`src/rtl/spi_slave_cmd_decoder.sv`:
```
// rtl/spi_slave_cmd_decoder.sv - SPI mode-0 slave command decoder for motor duty, enable and hall access; optional watchdog via SPI_CMD_WATCHDOG_EN
module spi_slave_cmd_decoder #(
    parameter int         NUM_MOTORS = 5,
    parameter int         DUTY_WIDTH = 11,
    parameter logic [7:0] STATUS_ID  = 8'hA5,
    parameter int         WDT_CYCLES = 2000000
) (
    input  logic                             sysclk,
    input  logic                             rst,
    input  logic                             spi_sck,
    input  logic                             spi_mosi,
    input  logic                             spi_ncs,
    output logic                             spi_miso,
    input  logic [NUM_MOTORS*16-1:0]         enc_cnt,
    input  logic [NUM_MOTORS*8-1:0]          hall_cnt,
    output logic [NUM_MOTORS*DUTY_WIDTH-1:0] duty,
    output logic                             motors_en,
    output logic [NUM_MOTORS-1:0]            hall_wr,
    output logic [7:0]                       hall_wr_val,
    output logic                             frame_done
);
    typedef enum logic [1:0] {ST_SYNC, ST_IDLE, ST_CMD, ST_DATA} state_t;

    localparam int NB = 2 * NUM_MOTORS;

    state_t                           r_state, w_state_nxt;
    logic [1:0]                       r_sck_s, r_mosi_s, r_ncs_s;
    logic                             r_sck_d, r_ncs_d;
    logic [2:0]                       r_bit_cnt;
    logic [6:0]                       r_rx_sh;
    logic [7:0]                       r_tx_sh;
    logic [7:0]                       r_cmd;
    logic [7:0]                       r_data_cnt;
    logic [7:0]                       r_duty_lo;
    logic [NUM_MOTORS*16-1:0]         r_enc_sh;
    logic [NUM_MOTORS*8-1:0]          r_hall_sh;
    logic [NUM_MOTORS*DUTY_WIDTH-1:0] r_duty_sh, r_duty;
    logic                             r_motors_en;
    logic [NUM_MOTORS-1:0]            r_hall_wr;
    logic [7:0]                       r_hall_wr_val;
    logic                             r_frame_done;

    logic        w_ncs, w_mosi, w_ncs_fall, w_in_frame, w_active;
    logic        w_sck_rise, w_sck_fall, w_byte_done, w_commit, w_hall_en, w_wdt_fire;
    logic [7:0]  w_rx_byte, w_status, w_cur_cmd, w_tx_idx, w_tx_byte;
    logic [15:0] w_duty_word;

    assign w_ncs       = r_ncs_s[1];
    assign w_mosi      = r_mosi_s[1];
    assign w_ncs_fall  = r_ncs_d & ~w_ncs;
    assign w_in_frame  = (r_state == ST_CMD) || (r_state == ST_DATA);
    assign w_active    = w_in_frame & ~w_ncs;
    assign w_sck_rise  = w_active & r_sck_s[1] & ~r_sck_d;
    assign w_sck_fall  = w_active & ~r_sck_s[1] & r_sck_d;
    assign w_byte_done = w_sck_rise && (r_bit_cnt == 3'd7);
    assign w_rx_byte   = {r_rx_sh, w_mosi};
    assign w_status    = {STATUS_ID[7:1], r_motors_en};
    assign w_duty_word = {w_rx_byte, r_duty_lo};
    // The byte queued at the end of the command byte must already see the new command
    assign w_cur_cmd   = (r_state == ST_CMD) ? w_rx_byte : r_cmd;
    assign w_tx_idx    = (r_state == ST_CMD) ? 8'd0 : r_data_cnt + 8'd1;
    assign w_commit    = w_byte_done && (r_state == ST_DATA) && (r_cmd[6:0] == 7'h00)
                         && r_data_cnt[0] && (r_data_cnt[7:1] < 7'(NUM_MOTORS));
    assign w_hall_en   = w_byte_done && (r_state == ST_DATA) && (r_cmd == 8'h12)
                         && (r_data_cnt < 8'(NUM_MOTORS));

    assign spi_miso    = w_in_frame ? r_tx_sh[7] : 1'b0;
    assign duty        = r_duty;
    assign motors_en   = r_motors_en;
    assign hall_wr     = r_hall_wr;
    assign hall_wr_val = r_hall_wr_val;
    assign frame_done  = r_frame_done;

    // Two-flop synchronisers plus one delayed copy for edge detection; ncs resets low so SYNC waits for a real high
    always_ff @(posedge sysclk or posedge rst) begin
        if (rst) begin
            r_sck_s  <= 2'b00;
            r_mosi_s <= 2'b00;
            r_ncs_s  <= 2'b00;
            r_sck_d  <= 1'b0;
            r_ncs_d  <= 1'b0;
        end else begin
            r_sck_s  <= {r_sck_s[0], spi_sck};
            r_mosi_s <= {r_mosi_s[0], spi_mosi};
            r_ncs_s  <= {r_ncs_s[0], spi_ncs};
            r_sck_d  <= r_sck_s[1];
            r_ncs_d  <= w_ncs;
        end
    end

    // Frame state register
    always_ff @(posedge sysclk or posedge rst) begin
        if (rst) r_state <= ST_SYNC;
        else     r_state <= w_state_nxt;
    end

    // Frame state transitions
    always_comb begin
        w_state_nxt = r_state;
        case (r_state)
            ST_SYNC: if (w_ncs) w_state_nxt = ST_IDLE;
            ST_IDLE: if (w_ncs_fall) w_state_nxt = ST_CMD;
            ST_CMD:  if (w_ncs) w_state_nxt = ST_IDLE;
                     else if (w_byte_done) w_state_nxt = ST_DATA;
            ST_DATA: if (w_ncs) w_state_nxt = ST_IDLE;
            default: w_state_nxt = ST_SYNC;
        endcase
    end

    // Next TX byte: readback tables are served from the frame-start snapshots only
    always_comb begin
        w_tx_byte = 8'h00;
        for (int i = 0; i < NB; i++) begin
            if (w_tx_idx == 8'(i)) begin
                if (w_cur_cmd == 8'h80)
                    w_tx_byte = r_enc_sh[i*8 +: 8];
                else if (w_cur_cmd == 8'h93)
                    w_tx_byte = (i % 2 == 0) ? r_duty_sh[(i/2)*DUTY_WIDTH +: 8]
                                             : 8'(r_duty_sh[(i/2)*DUTY_WIDTH+8 +: DUTY_WIDTH-8]);
                else if ((w_cur_cmd == 8'h92) && (i < NUM_MOTORS))
                    w_tx_byte = r_hall_sh[i*8 +: 8];
            end
        end
    end

    // Shifters, command decode, register writes and strobes
    always_ff @(posedge sysclk or posedge rst) begin
        if (rst) begin
            r_bit_cnt     <= 3'd0;
            r_rx_sh       <= 7'd0;
            r_tx_sh       <= 8'd0;
            r_cmd         <= 8'd0;
            r_data_cnt    <= 8'd0;
            r_duty_lo     <= 8'd0;
            r_enc_sh      <= '0;
            r_hall_sh     <= '0;
            r_duty_sh     <= '0;
            r_duty        <= '0;
            r_motors_en   <= 1'b0;
            r_hall_wr     <= '0;
            r_hall_wr_val <= 8'd0;
            r_frame_done  <= 1'b0;
        end else begin
            r_hall_wr    <= '0;
            r_frame_done <= (r_state == ST_DATA) && w_ncs;
            if (w_wdt_fire) begin
                r_duty      <= '0;
                r_motors_en <= 1'b0;
            end
            if ((r_state == ST_IDLE) && w_ncs_fall) begin
                r_enc_sh   <= enc_cnt;
                r_hall_sh  <= hall_cnt;
                r_duty_sh  <= r_duty;
                r_tx_sh    <= w_status;
                r_bit_cnt  <= 3'd0;
                r_data_cnt <= 8'd0;
            end
            if (w_sck_rise) begin
                r_rx_sh   <= w_rx_byte[6:0];
                r_bit_cnt <= r_bit_cnt + 3'd1;
            end
            // No shift on the fall that closes a byte: the freshly loaded MSB must stay on the pin
            if (w_sck_fall && (r_bit_cnt != 3'd0))
                r_tx_sh <= {r_tx_sh[6:0], 1'b0};
            if (w_byte_done) begin
                r_tx_sh <= w_tx_byte;
                if (r_state == ST_CMD) begin
                    r_cmd <= w_rx_byte;
                    if (w_rx_byte[6:0] == 7'h30) r_motors_en <= w_rx_byte[7];
                end else begin
                    if (r_data_cnt != 8'hFE) r_data_cnt <= r_data_cnt + 8'd1;
                    if ((r_cmd[6:0] == 7'h00) && !r_data_cnt[0]) r_duty_lo <= w_rx_byte;
                end
            end
            for (int m = 0; m < NUM_MOTORS; m++) begin
                if (w_commit && (r_data_cnt[7:1] == 7'(m)))
                    r_duty[m*DUTY_WIDTH +: DUTY_WIDTH] <= w_duty_word[DUTY_WIDTH-1:0];
                if (w_hall_en && (r_data_cnt == 8'(m))) begin
                    r_hall_wr[m]  <= 1'b1;
                    r_hall_wr_val <= w_rx_byte;
                end
            end
        end
    end

`ifdef SPI_CMD_WATCHDOG_EN
    localparam int WDT_W = $clog2(WDT_CYCLES + 1);
    logic [WDT_W-1:0] r_wdt_cnt;

    assign w_wdt_fire = (r_wdt_cnt == WDT_W'(WDT_CYCLES - 1));

    // Timeout counter: restarts on each committed duty word, parks at the limit after firing once
    always_ff @(posedge sysclk or posedge rst) begin
        if (rst)                                    r_wdt_cnt <= '0;
        else if (w_commit)                          r_wdt_cnt <= '0;
        else if (r_wdt_cnt != WDT_W'(WDT_CYCLES))   r_wdt_cnt <= r_wdt_cnt + 1'b1;
    end
`else
    // Without the counter the timeout never fires for any meaningful (positive) WDT_CYCLES
    assign w_wdt_fire = (WDT_CYCLES <= 0);
`endif

endmodule
```
`config.mk`:
```
export PLATFORM = sky130hd
export DESIGN_NAME = spi_slave_cmd_decoder
export DESIGN_NICKNAME = d
export VERILOG_FILES = /design/src/rtl/spi_slave_cmd_decoder.sv
export SDC_FILE = /design/constraint.sdc
export NUM_CORES = 1
export LEC_CHECK = 0
export BUFFER_PORTS_ARGS = -buffer_cell sky130_fd_sc_hd__buf_2
export CORE_ASPECT_RATIO = 0.75
export CORE_MARGIN = 2
export CORE_UTILIZATION = 57
export CTS_CLUSTER_DIAMETER = 100
export DETAILED_ROUTE_END_ITERATION = 8
export PLACE_DENSITY = 0.84
export RECOVER_POWER = 100
export SLEW_MARGIN = 20
export SYNTH_ARGS = -nofsm -noshare
export SYNTH_HDL_FRONTEND = slang
export SYNTH_SLANG_ARGS = --single-unit
export TNS_END_PERCENT = 50
```
`constraint.sdc`:
```
create_clock -name sysclk -period 10.2 [get_ports sysclk]
set_clock_uncertainty 0.05 [all_clocks]
set_input_delay 0 -clock sysclk [delete_from_list [all_inputs] [get_ports sysclk]]
set_output_delay 0 -clock sysclk [all_outputs]
set_load 0.02 [all_outputs]
```
**After elaboration in Yosys (flattened, before gate mapping)**

Cells that the tools add are included.

- Word-level logic and storage cells: 166
- Latch bits: 0
- Memory bits (writable): 0
- Memories: 0
- Register bits: 297
- Bits of input ports: 125
- Bits in read-only memories: 0
- Output and inout bits: 71

- Equal/unequal tests: 30
- Multiplexer cells: 62
- Multiply operators: 0
- Add/subtract/negate cells: 2
- Divide/modulo/power cells: 0
- Shifts and indexed selects: 0
- Reduce and logical (&&, ||, !) cells: 36
- Bitwise gates (word level): 10
- $lt $le $gt $ge: 2

Operators by type and width:

| cell | count |
|---|---|
| 2-to-1 mux 8 bit | 49 |
| equality test 8 x 3 -> 1 bit, second input constant | 5 |
| equality test 8 x 2 -> 1 bit, second input constant | 4 |
| equality test 8 bit, second input constant | 3 |
| logical AND 1 bit | 21 |
| equality test 8 x 1 -> 1 bit, second input constant | 2 |
| equality test 8 x 4 -> 1 bit, second input constant | 2 |
| zero test 8 bit | 2 |
| equality test 7 x 2 -> 1 bit, second input constant | 2 |
| zero test 7 bit | 2 |
| AND reduction 3 bit | 3 |
| adder 8 x 1 -> 8 bit, second input constant | 1 |
| equality test 8 x 5 -> 1 bit, second input constant | 1 |
| < comparator 8 x 3 -> 1 bit, second input constant | 1 |
| 2-to-1 mux 2 bit | 4 |
| inequality test 8 bit, second input constant | 1 |
| equality test 7 x 1 -> 1 bit, second input constant | 1 |
| equality test 7 x 3 -> 1 bit, second input constant | 1 |
| equality test 7 x 6 -> 1 bit, second input constant | 1 |
| < comparator 7 x 3 -> 1 bit, second input constant | 1 |
| bitwise AND 1 bit | 6 |
| 2-to-1 mux 1 bit | 6 |
| 2-to-1 mux 3 bit | 2 |
| one-hot mux 2 bit (3 select lines) | 1 |
| other kinds (15) | 20 |

**Logic depth before layout (Yosys ltp)**

- Word-level depth: 39
- Gate-level depth with buffers: 14
- Depth with buffers taken out: 10

**Worst setup path before layout**

OpenSTA, ideal clock, no wires.

- Kind: register -> register
- Start point: register r_state[0]
- End point: register r_tx_sh[5]
- Stages on the path, launching flop included: 14
- Arrival: 2.893 ns
- Slack: 7.119 ns
- Path buffers: 3
- Library setup time: 0.138 ns
- Period minus slack after synthesis: 3.081 ns
- Cell sequence: dfrtp_1 -> inv_1 -> ha_1 -> buf_2 -> mux2_2 -> nor4_1 -> and2_1 -> clkbuf_1 -> buf_2 -> mux2_2 -> a32oi_1 -> nand4_1 -> a31oi_1 -> o221ai_1

- Word-level cells in the longest chain between the ends: 39
- Elaborated cells on any way between the ends: 65
- Classes of those cells: 15 x eq/ne; 39 x mux; 5 x bitwise; 6 x reduce/logical

Ends and longest elaborated chain:

| item | RTL line | RTL |
|---|---|---|
| from (decl) | 26 | `state_t r_state, w_state_nxt;` |
| from (signal assigned) | 94 | `else r_state <= w_state_nxt;` |
| equality test 2 bit | 51, 60, 61 |  |
| 2-to-1 mux 8 bit | -- |  |
| equality test 8 bit | -- |  |
| 2-to-1 mux 8 bit | 120 | `else if ((w_cur_cmd == 8'h92) && (i < NUM_MOTORS))` |
| 2-to-1 mux 8 bit | 117 | `else if (w_cur_cmd == 8'h93)` |
| 2-to-1 mux 8 bit | 115 | `if (w_cur_cmd == 8'h80)` |
| 2-to-1 mux 8 bit | 114 | `if (w_tx_idx == 8'(i)) begin` |
| 2-to-1 mux 8 bit | 120 |  |
| [... 23 more ...] | -- |  |
| 2-to-1 mux 8 bit | 114 |  |
| 2-to-1 mux 8 bit | 117 |  |
| 2-to-1 mux 8 bit | 115 |  |
| 2-to-1 mux 8 bit | 114 |  |
| 2-to-1 mux 8 bit | 117 |  |
| 2-to-1 mux 8 bit | 115 |  |
| 2-to-1 mux 8 bit | 114 |  |
| 2-to-1 mux 8 bit | 165 | `if (w_byte_done) begin` |
| to (signal assigned) | 154 | `r_tx_sh <= w_status;` |
| to (signal assigned) | 164 | `r_tx_sh <= {r_tx_sh[6:0], 1'b0};` |
| to (signal assigned) | 166 | `r_tx_sh <= w_tx_byte;` |
| to (decl) | 31 | `logic [7:0] r_tx_sh;` |

Several ways; a longest one is shown, not always the timed one.
A chain may end at the register's enable or synchronous reset.

**Worst setup path after layout**

- Start point: register r_state[0]
- End point: register r_duty[8], in the netlist duty[8]

- Word-level cells in the longest chain between the ends: 11
- Elaborated cells on any way between the ends: 12
- Classes of those cells: 2 x eq/ne; 3 x bitwise; 7 x reduce/logical

Ends and longest elaborated chain:

| item | RTL line | RTL |
|---|---|---|
| equality test 2 bit (on tied branches) | 51, 62 |  |
| logical OR 1 bit | 51 | `assign w_in_frame = (r_state == ST_CMD) \|\| (r_state == ST_DATA);` |
| bitwise AND 1 bit | 52 | `assign w_active = w_in_frame & ~w_ncs;` |
| bitwise AND 1 bit (2 in series) | 53 | `assign w_sck_rise = w_active & r_sck_s[1] & ~r_sck_d;` |
| logical AND 1 bit | 55 | `assign w_byte_done = w_sck_rise && (r_bit_cnt == 3'd7);` |
| logical AND 1 bit (*) (2 in series) | 62 | `assign w_commit = w_byte_done && (r_state == ST_DATA) && (r_cmd[6:0] == 7'h00)` |
| logical AND 1 bit (*) (2 in series) | 63 | `&& r_data_cnt[0] && (r_data_cnt[7:1] < 7'(NUM_MOTORS));` |
| logical AND 1 bit (*) | 176 | `if (w_commit && (r_data_cnt[7:1] == 7'(m)))` |
| to (signal, indexed assignment) | 177 | `r_duty[m*DUTY_WIDTH +: DUTY_WIDTH] <= w_duty_word[DUTY_WIDTH-1:0];` |
| to (decl) | 37 | `logic [NUM_MOTORS*DUTY_WIDTH-1:0] r_duty_sh, r_duty;` |

Every way passes the cells marked *; elsewhere a longest branch is shown, timed or not.

==> impl_metrics.yaml <==
run_status:
  status: "complete, but fails checks"
  failed_checks: "max-capacitance violations, max-slew violations"
timing:
  hold_viol: 0
  finalCriticalPeriod_ns: 6.57
  fmax_ghz: 0.152
  setup_viol: 0
  rsz0062_at_grt: "no"
  fin_crit_sh_pct: 64.4
  worst_slew_pin_slew_ns: 5.04
  slew_headroom_pct: -238
  setup_tns_ns: 0
  maxSlewViolCount: 301
cts:
  clk_latency_ns: 0.59
  cts_sinks: 297
  cts_inserted_buffers: 28
  cts_max_path_buffers: 3
  cts_resized: 0
  cts_tree: "done"
  path_clk_slew_ns: 0.07
  htreeDepth: 1
  clockRootBuffer: "clkbuf_16"
min_path:
  hold-path-cell-count: 2
  hold_path.class: "in -> reg"
  worstHoldEndpoint: "r_mosi_s[0]$_DFF_PP0_"
  min-delay-start: "spi_mosi"
worst_setup_path:
  path_depth: 11
  path_cells: "inv_1 > ha_1 > o21bai_1 > nor3b_1 > nand2_1 > nor4b_1 > nand4b_2 > or3_1 > nor3_1 > clkbuf_1 > mux2_2"
  reg2reg_slack_ns: 3.63
  crit_buf_inv: 2
  startpoint: "r_state[0]$_DFFE_PP0P_"
  regToRegStartpoint: "r_state[0]$_DFFE_PP0P_"
  critPathArrivalTime_ns: 6.99
  rr_worst_depth: 11
  crit_required_ns: 10.61
  critPathKind: "reg -> reg"
  critical_path.max_fanout: 19
  slowest_stage: "nor3b_1"
  r2r-end: "duty[8]$_DFFE_PP0P_"
  end_kind: "register"
  startpoint_type: "register"
  crit_family: "simple AND/OR/NAND/NOR gates"
  cp_slowest_stage_delay_ns: 1.46
yosys:
  synth-seq-cells: 297
  ys.warnings.count: 0
  synth_edf_count: 0
  yosysUniqueCellTypes: 70
  synth_ff_type: "dfrtp_1"
  synth_cells: 1063
  synthArstFlopShare_pct: 100
  synthesis.area_mm2: 0.0135
  synth_fp_nets: 1201
  seq_area_frac_synth_pct: 55.1
  avgSynthCellArea_um2: 12.7
drt:
  drtAntennaViolNets: 0
  drc: 0
  dr.pass1.iters: 6
  viasPerCell: 6.43
  vias: 10756
  drt_wl_total_um: 43500
  dr.first_iter.drc_count: 1056
  post_drt_wl_per_cell_um: 26.0
placement:
  routabilityCongestion: 0.965
  numPortBuffers: 195
  dp.final_hpwl_um: 27500
  dp.cells: 1503
global_routing:
  grt_max_degree: 184
  grt_antenna_before_repair: 0
  grt.busiest_layer: "met2"
  grt_pass1_wl_um: 65100
  use_met1_pct: 48.5
  grt.overflow.total: 0
  use_met2_pct: 53.1
  grt_pass1_vias: 10723
  grt_usage_pct: 35.0
  grt.met3_usage_pct: 9.67
pwr:
  power.leakage_nw: 7.54
  p_per_area_mw_per_mm2: 205
  irDropWorstVdd_v: 0.000151
cells_and_area:
  final_common_cell: "dfrtp_1"
  final_cells: 1674
  finalNetCount: 1495
  drive_gt1_share_pct: 31.0
  most-common-layout-cells: "dfrtp_1 (297), mux2_2 (244), dlygate4sd3_1 (124)"
  syn2layout_area_growth_pct: 23.1
die:
  dieWidth_um: 182
  initial_utilization_pct: 58.4
  fp.dieH_um: 137
  rows: 48
  dieArea_mm2: 0.0249
  pin_count: 196
  core_mm2: 0.0231
run:
  maxCapViolCount: 4
## cell type report
class | count | area [um^2]
Antenna cell | 2 | 5.00
Clock buffer | 41 | 800
Clock inverter | 4 | 70.1
Fill cell | 1526 | 6500
Inverter | 13 | 50.0
Multi-Input combinational cell | 685 | 5670
Sequential cell | 297 | 7430
Tap cell | 300 | 375
Timing Repair Buffer | 332 | 2220
## power breakdown
part           total (mW)  internal (mW)  switching, mW
sequential           1.71           1.46          0.251
clock                1.02          0.565          0.459
combinational       0.679          0.363          0.316
total                3.41           2.38           1.03
## timing repair
action	4_1_cts	5_1_grt
endpoints found under the hold margin	237	0
buffers inserted	0	0
hold buffers	124	0
## stage by stage
stage                     utilization (%)  instance area (um^2)  total power [mW]  setup WS (ns)  hold slack, ns
final                                71.9                 16600              3.41           3.63          0.0241
after global routing                 71.9                 16600              3.52           3.08          0.0197
after CTS                            72.8                 16800              3.33           5.90         0.00670
after detailed placement             63.6                 14700              2.29           5.99          0.0618
after global placement               63.6                 14700              2.25           6.14          0.0612
after floorplan                         -                 13500              2.06           1.95         -0.0186
## worst max path at each step
stage | to | slack [ns]
2_1_floorplan | duty[0]$_DFFE_PP0P_ | 1.95
3_3_place_gp | duty[33]$_DFFE_PP0P_ | 6.14
3_5_place_dp | duty[35]$_DFFE_PP0P_ | 5.99
4_1_cts | duty[35]$_DFFE_PP0P_ | 5.90
5_1_grt | duty[26]$_DFFE_PP0P_ | 3.08
6_report | duty[8]$_DFFE_PP0P_ | 3.63
## registers in the layout (all words and copies together) (netlist names)
name / flops
r_enc_sh: 80
duty: 55
r_duty_sh: 55
r_hall_sh: 40
hall_wr_val: 8
r_cmd: 8
r_data_cnt: 8
r_duty_lo: 8
r_tx_sh: 8
r_rx_sh: 7
hall_wr: 5
r_bit_cnt: 3
r_mosi_s: 2
r_ncs_s: 2
r_sck_s: 2
r_state: 2
frame_done: 1
motors_en: 1
r_ncs_d: 1
r_sck_d: 1
## cell families after synthesis
kind of cell / after synthesis / synth area share [%]
xor+xnor: 2 / 0.130
compound gates: 191 / 10.2
mux: 275 / 23.1
fa+ha+maj: 13 / 1.21
flops: 297 / 55.1
buf+inv: 81 / 2.43
simple gates: 204 / 7.81
## Yosys cell counts (3+ instances only)
library cell  count  share of area, %
dfrtp_1         297                55
mux2_2          256                21
nand2_1          61               1.7
clkbuf_1         56               1.6
nor2_1           43               1.2
a21oi_1          30               1.1
a22oi_1          30               1.7
o21ai_0          24              0.89
nor3_1           20              0.74
nand3_1          18              0.67
o22ai_1          14              0.65
ha_1             13               1.2
inv_1            13              0.36
a22o_1           11              0.71
a32oi_1          11              0.71
and3_1           11              0.51
buf_2            10              0.37
mux2_4           10               1.1
mux2i_1           9              0.67
or3_1             9              0.42
nand4_1           8              0.37
o221ai_1          7              0.45
a31oi_1           6              0.28
nor4_1            6              0.28
o211ai_1          6              0.33
o22a_1            6              0.39
and2_1            5              0.23
nor2b_1           4              0.19
o31ai_1           4              0.22
a211o_1           3              0.19
a221oi_1          3              0.19
nor4_2            3              0.28
o2bb2ai_1         3              0.19
o32ai_1           3              0.19
## routing by layer
layer  up-vias  part of all wire (%)
met5         -                     0
met4         0                   4.2
met2       729                    44
met3       154                    12
met1      5351                    40
li1       4522                     -
No activity file was read; power rests on OpenSTA's default activity.
